===== src/rtl/fifo_wr_arbiter.sv =====
// Round-robin arbiter for the single write port of a 1r1w fifo: zero-latency grant, locked while the fifo stalls.
// Define FIFO_ARB_BURST_EN to hold the grant across a burst until req_last_i marks its final beat.
module fifo_wr_arbiter #(
  parameter  int NumReq = 2,
  parameter  int Width  = 32,
  localparam int IdW    = $clog2(NumReq)
) (
  input  logic                    clk_i,
  input  logic                    rst_i,
  input  logic [NumReq-1:0]       req_valid_i,
  input  logic [NumReq*Width-1:0] req_data_i,
  input  logic [NumReq-1:0]       req_last_i,
  output logic [NumReq-1:0]       req_ready_o,
  output logic                    wr_valid_o,
  output logic [IdW+Width-1:0]    wr_data_o,
  input  logic                    wr_ready_i,
  output logic [NumReq-1:0]       grant_o
);

  typedef enum logic {IDLE, LOCKED} state_t;

  state_t           state_q, state_d;
  logic [IdW-1:0]   prio_q, prio_d;
  logic [IdW-1:0]   gnt_q, gnt_d;
  logic [IdW-1:0]   scan_win, winner, winner_inc;
  logic [Width-1:0] payload [NumReq];
  logic             handshake;

  if (NumReq < 2) begin : g_param_chk
    $error("fifo_wr_arbiter: NumReq must be >= 2");
  end

  for (genvar k = 0; k < NumReq; k++) begin : g_payload
    assign payload[k] = req_data_i[k*Width +: Width];
  end

  // Scan from lowest to highest priority so the last hit is the highest-priority requester.
  always_comb begin
    logic [IdW:0] cand;
    scan_win = prio_q;
    cand     = '0;
    for (int i = NumReq - 1; i >= 0; i--) begin
      cand = {1'b0, prio_q} + (IdW+1)'(i);
      if (cand >= (IdW+1)'(NumReq)) begin
        cand = cand - (IdW+1)'(NumReq);
      end
      if (req_valid_i[cand[IdW-1:0]]) begin
        scan_win = cand[IdW-1:0];
      end
    end
  end

  assign winner     = (state_q == LOCKED) ? gnt_q : scan_win;
  assign winner_inc = (winner == IdW'(NumReq - 1)) ? '0 : winner + IdW'(1);
  assign wr_valid_o = req_valid_i[winner];
  assign wr_data_o  = {winner, payload[winner]};
  assign handshake  = wr_valid_o && wr_ready_i;

  always_comb begin
    for (int k = 0; k < NumReq; k++) begin
      grant_o[k]     = wr_valid_o && (winner == IdW'(k));
      req_ready_o[k] = wr_valid_o && wr_ready_i && (winner == IdW'(k));
    end
  end

  always_comb begin
    state_d = state_q;
    prio_d  = prio_q;
    gnt_d   = gnt_q;
    if (handshake) begin
`ifdef FIFO_ARB_BURST_EN
      if (req_last_i[winner]) begin
        state_d = IDLE;
        prio_d  = winner_inc;
      end else begin
        state_d = LOCKED;
        gnt_d   = winner;
      end
`else
      state_d = IDLE;
      prio_d  = winner_inc;
`endif
    end else if (state_q == IDLE && wr_valid_o) begin
      state_d = LOCKED;
      gnt_d   = winner;
    end
  end

`ifndef FIFO_ARB_BURST_EN
  logic unused_last;
  assign unused_last = ^req_last_i;
`endif

  always_ff @(posedge clk_i) begin
    if (rst_i) begin
      state_q <= IDLE;
      prio_q  <= '0;
      gnt_q   <= '0;
    end else begin
      state_q <= state_d;
      prio_q  <= prio_d;
      gnt_q   <= gnt_d;
    end
  end

`ifndef FIFO_ARB_BURST_EN
  // A stalled beat is locked; its requester must keep valid up until the fifo accepts it.
  a_hold_valid : assert property (@(posedge clk_i) disable iff (rst_i)
    (state_q == LOCKED) |-> req_valid_i[gnt_q])
    else $error("fifo_wr_arbiter: locked requester dropped valid");
`endif

endmodule


===== config.mk =====
export PLATFORM = sky130hd
export DESIGN_NAME = fifo_wr_arbiter
export DESIGN_NICKNAME = d
export VERILOG_FILES = /design/src/rtl/fifo_wr_arbiter.sv
export SDC_FILE = /design/constraint.sdc
export NUM_CORES = 1
export LEC_CHECK = 0
export CAP_MARGIN = 5
export CORE_ASPECT_RATIO = 1.5
export CORE_MARGIN = 2
export CORE_UTILIZATION = 23
export CTS_CLUSTER_SIZE = 30
export DETAILED_ROUTE_END_ITERATION = 7
export GPL_TIMING_DRIVEN = 0
export PLACE_DENSITY = 0.76
export SKIP_CTS_REPAIR_TIMING = 1
export SYNTH_ARGS = -nofsm -noshare
export SYNTH_HDL_FRONTEND = slang
export SYNTH_SLANG_ARGS = --single-unit
export TNS_END_PERCENT = 1

===== constraint.sdc =====
create_clock -name clk_i -period 2.08 [get_ports clk_i]
set_clock_uncertainty 0.05 [all_clocks]
set_input_delay 0.208 -clock clk_i [delete_from_list [all_inputs] [get_ports clk_i]]
set_output_delay 0.208 -clock clk_i [all_outputs]
set_load 0.005 [all_outputs]

**Word level (Yosys, flattened, before mapping)**

Index checks and enable logic that the tools add are counted.

- Add/sub/neg operators: 4
- Order comparisons: 6
- Muxes and demuxes: 15
- Bitwise logic cells: 4
- Reduce and logical (&&, ||, !) cells: 8

Operators with widths:

| operator | number |
|---|---|
| $mux 32 | 3 |
| $mux 1 | 12 |
| $logic_and 1x1->1 | 6 |
| $lt 1x2->1 const B | 3 |
| $ge 2x2->1 const B | 2 |
| $not 1->1 | 3 |
| $add 1x1->2 const B | 1 |
| $ge 1x2->1 const B | 1 |
| $not 1->2 | 1 |
| $reduce_and 2->1 | 1 |
| $reduce_or 2->1 | 1 |
| $sub 1x1->1 const B | 2 |
| $add 1x1->1 const B | 1 |

- Register bits after elaboration: 3
- Output and inout bits: 38
- Logic and storage cells: 40

**Longest topological paths before layout**

Gate-level depths: netlist (run 1).

- Depth after elaboration: 13
- Gate-level depth with buffers: 7

**Least setup slack after synthesis (run 1)**

Ideal clock, no wire load.

- Kind: reg-to-output
- Start: register state_q
- End: output port wr_data_o[11]
- Arrival time: 1.320 ns
- Data required time: 1.822 ns
- Setup slack: 0.502 ns
- Stages on the path, launching flop included: 6
- Buffers on the path: 3
- Cells stage by stage: dfxtp_1 -> clkbuf_1 -> o31a_1 -> buf_6 -> buf_6 -> mux2_4

- Word-level cells in the longest chain between the ends: 5

RTL lines:

| item | RTL line | text |
|---|---|---|
| start: declaration | 22 | `state_t state_q, state_d;` |
| start signal: assignment | 100 | `state_q <= state_d;` |
| $mux 1 | 53 | `assign winner = (state_q == LOCKED) ? gnt_q : scan_win;` |
| $not 1->2 (not written as such) | 56 | `assign wr_data_o = {winner, payload[winner]};` |
| $mux 32 (not written as such) (3 in a row) | 56 |  |
| end: declaration | 15 | `output logic [IdW+Width-1:0] wr_data_o,` |

No other way between the ends. The select of a mux whose other input is x is not followed.

**Final worst setup path (run 1)**

- Start: register state_q
- End: output port wr_data_o[32]

- Word-level cells in the longest chain between the ends: 1

RTL lines:

| item | RTL line |
|---|---|
| $mux 1 | 53 |

No other way between the ends.

==> results of run 1 <==
[metrics by stage]
step | total power, W | utilization | cell area (µm²) | hold WS, ns | std cells
2_1_floorplan | 0.000308 | - | 738 | 0.227 | 68
3_3_place_gp | 0.000625 | 0.597 | 1850 | 0.441 | 214
3_5_place_dp | 0.000627 | 0.597 | 1850 | 0.480 | 214
4_1_cts | 0.000814 | 0.612 | 1890 | 0.483 | 218
5_1_grt | 0.000825 | 0.642 | 1990 | 0.484 | 217
6_report | 0.000783 | 0.642 | 1990 | 0.422 | 217
[sequential cells by signal (all words and copies together) (netlist names)]
signal	cells
state_q	1
prio_q	1
gnt_q	1
[path summary, 6_finish.rpt]
path                  start             to  depth (start not counted)
max                 state_q  wr_data_o[32]                          6
min          req_valid_i[0]        state_q                          5
max reg2reg          prio_q         prio_q                          3
min reg2reg          prio_q         prio_q                          2
[logic make-up after synthesis]
family	Yosys count
flops	3
simple gates	14
mux	33
buf+inv	9
compound gates	9
[worst max-delay path: cells and delay by family, from the launching register on]
kind	cells	cell delay, ns
buffers and inverters	5	0.92
DFF	1	0.36
AOI/OAI and AO/OA	1	0.31
[layout make-up]
cell class	instances	area (µm²)
Timing Repair Buffer	106	1140
Fill cell	231	1110
Multi-Input combinational cell	56	596
Buffer	5	73.8
Sequential cell	3	67.6
Tap cell	40	50.0
Clock buffer	4	45.0
Inverter	3	11.3
[power breakdown]
group          internal [W]  switching (W)   total, W
Sequential        0.0000637     0.00000794  0.0000716
Clock              0.000131      0.0000448   0.000176
Combinational      0.000379       0.000156   0.000535
Total              0.000574       0.000209   0.000783
[cell usage after synthesis]
| cell | number |
|---|---|
| nand2_1 | 4 |
| mux2i_1 | 1 |
| dfxtp_1 | 3 |
| buf_12 | 2 |
| a21o_1 | 1 |
| buf_4 | 1 |
| o311ai_0 | 1 |
| a21oi_1 | 3 |
| a31oi_1 | 1 |
| o31a_1 | 1 |
| and2_1 | 1 |
| nor2b_1 | 1 |
| nor3_1 | 1 |
| buf_6 | 2 |
| clkbuf_1 | 1 |
| nor2_1 | 7 |
| mux2_4 | 27 |
| a211oi_1 | 1 |
| mux2_2 | 5 |
| a21oi_2 | 1 |
| inv_1 | 3 |
[metal layers]
layer  vias to the layer above  wire length [µm]
met3                         4               502
li1                        467                 -
met5                         -                 0
met4                         0                35
met2                        77              1580
met1                       417              1600
==> out/metrics.csv, run 1 <==
metric,value,unit
synthesis-to-finish area growth,169,%
mean area per synthesized cell,10.9,µm²
met3 Usage GRT,0.0813,
top cell type's share of synthesized area,0.549,
final setup TNS,0,ns
final setup fails,0,
clock sinks,3,
I/O pins,109,
DP HPWL,2.90,mm
Worst-path clk slew,0.03,ns
diodes inserted,0,
"Slowest-stage cell, CP",clkdlybuf4s50_1,
Syn Nets,139,
CTS tree,done,
"Critical Path, Cell by Cell",o31a_1 > buf_6 > buf_8 > inv_1 > buf_4 > clkdlybuf4s50_1,
vias in the first global route,1059,
Die Span X,50.3,µm
Max Cap Viol,0,
first-pass GRT wire length,5.39,mm
vias per cell,4.45,
Max VDD drop,0.433,mV
DRT Pass-1 Iters,3,
htree depth,1,
Slew HR,0.765,
Yosys warnings,0,
Layout Nets,249,
Final Slew Violations,0,
Critical Path End Type,output port,
HP Class,primary input to flop,
most frequent cells in the layout,"clkdlybuf4s50_1 (70), dlymetal6s2s_1 (35), mux2_4 (27)",
M2 GR Usage,0.294,
Via Count,965,
TritonCTS buffer count,3,
mapped cell area,738,µm²
"reg-to-reg slack, setup",1.00,ns
All-Layer GR Usage,0.197,
fraction of layout cells with a size suffix above 1,0.254,
Max Clk Rate,483,MHz
mux cell area share after synthesis,0.639,
final setup margin,0.00899,ns
initial antenna violation count,0,
core box area,3100,µm²
"Req. time, crit path",1.82,ns
synth unique cells,21,
die area,3690,µm²
"FF+latch count, synth",3,
CP startpoint kind,flop,
"commonest non-fill, non-tap cell in the layout",clkdlybuf4s50_1,
row count,25,
Synth area leader,mux2_4,
Final min period,2.07,ns
area share of and/or/nand/nor cells after synthesis,0.0797,
GR Util met1,0.257,
adder-cell area share of the yosys netlist,0,
final period utilization,0.996,
CTS max path bufs,2,
"Clk Latency, worst-skew pair",0.22,ns
PwrDens,394,nW/µm²
worst slew pin tran,0.348,ns
WP data arrival,1.81,ns
largest net degree at the start of global routing,11,
GRT Max-Usage Layer,met2,
Post-Route WL,3.72,mm
leakage power total,1.16,nW
RSZ-0062 raised after global routing,yes,
clk root buf,clkbuf_8,
Initial Utilization,0.238,
dominant combinational cell family by area after synthesis,multiplexers,
Synth Area in Compound Gates,0.0847,
DP Worst Slack,-0.451,ns
die height,73.4,µm
CP Class,flop to output port,
status,finished clean,
DR WL/cell,17.2,µm
largest cells by area after synthesis,"mux2_4 (55%), dfxtp_1 (8.1%), mux2_2 (7.6%)",
Synth Area in XOR/XNOR,0,
DRC viols,0,
CP peak stage delay,0.48,ns
cell count after synthesis,68,
maximum fanout along the worst path,10,
Final ANT Viol Nets,0,
GPL Wtd Cong,0.839,
Port Buffer Count,106,
sequential share of the synthesized area,0.0814,
grt ovf,0,
Initial DRC Count,11,
final hold violation count,0,
Note: power is estimated with default switching activity, not from simulation.
==> run 2: changes to the inputs <==
ABC_CLOCK_PERIOD_IN_PS = 2080   (was default)
==> results of run 2 <==
The final DEF is identical to that of run 1; final timing and power are the same.
==> run 3: changes to the inputs <==
SLEW_MARGIN = 20   (was default)
==> results of run 3 <==
The final DEF is identical to that of run 1; final timing and power are the same.
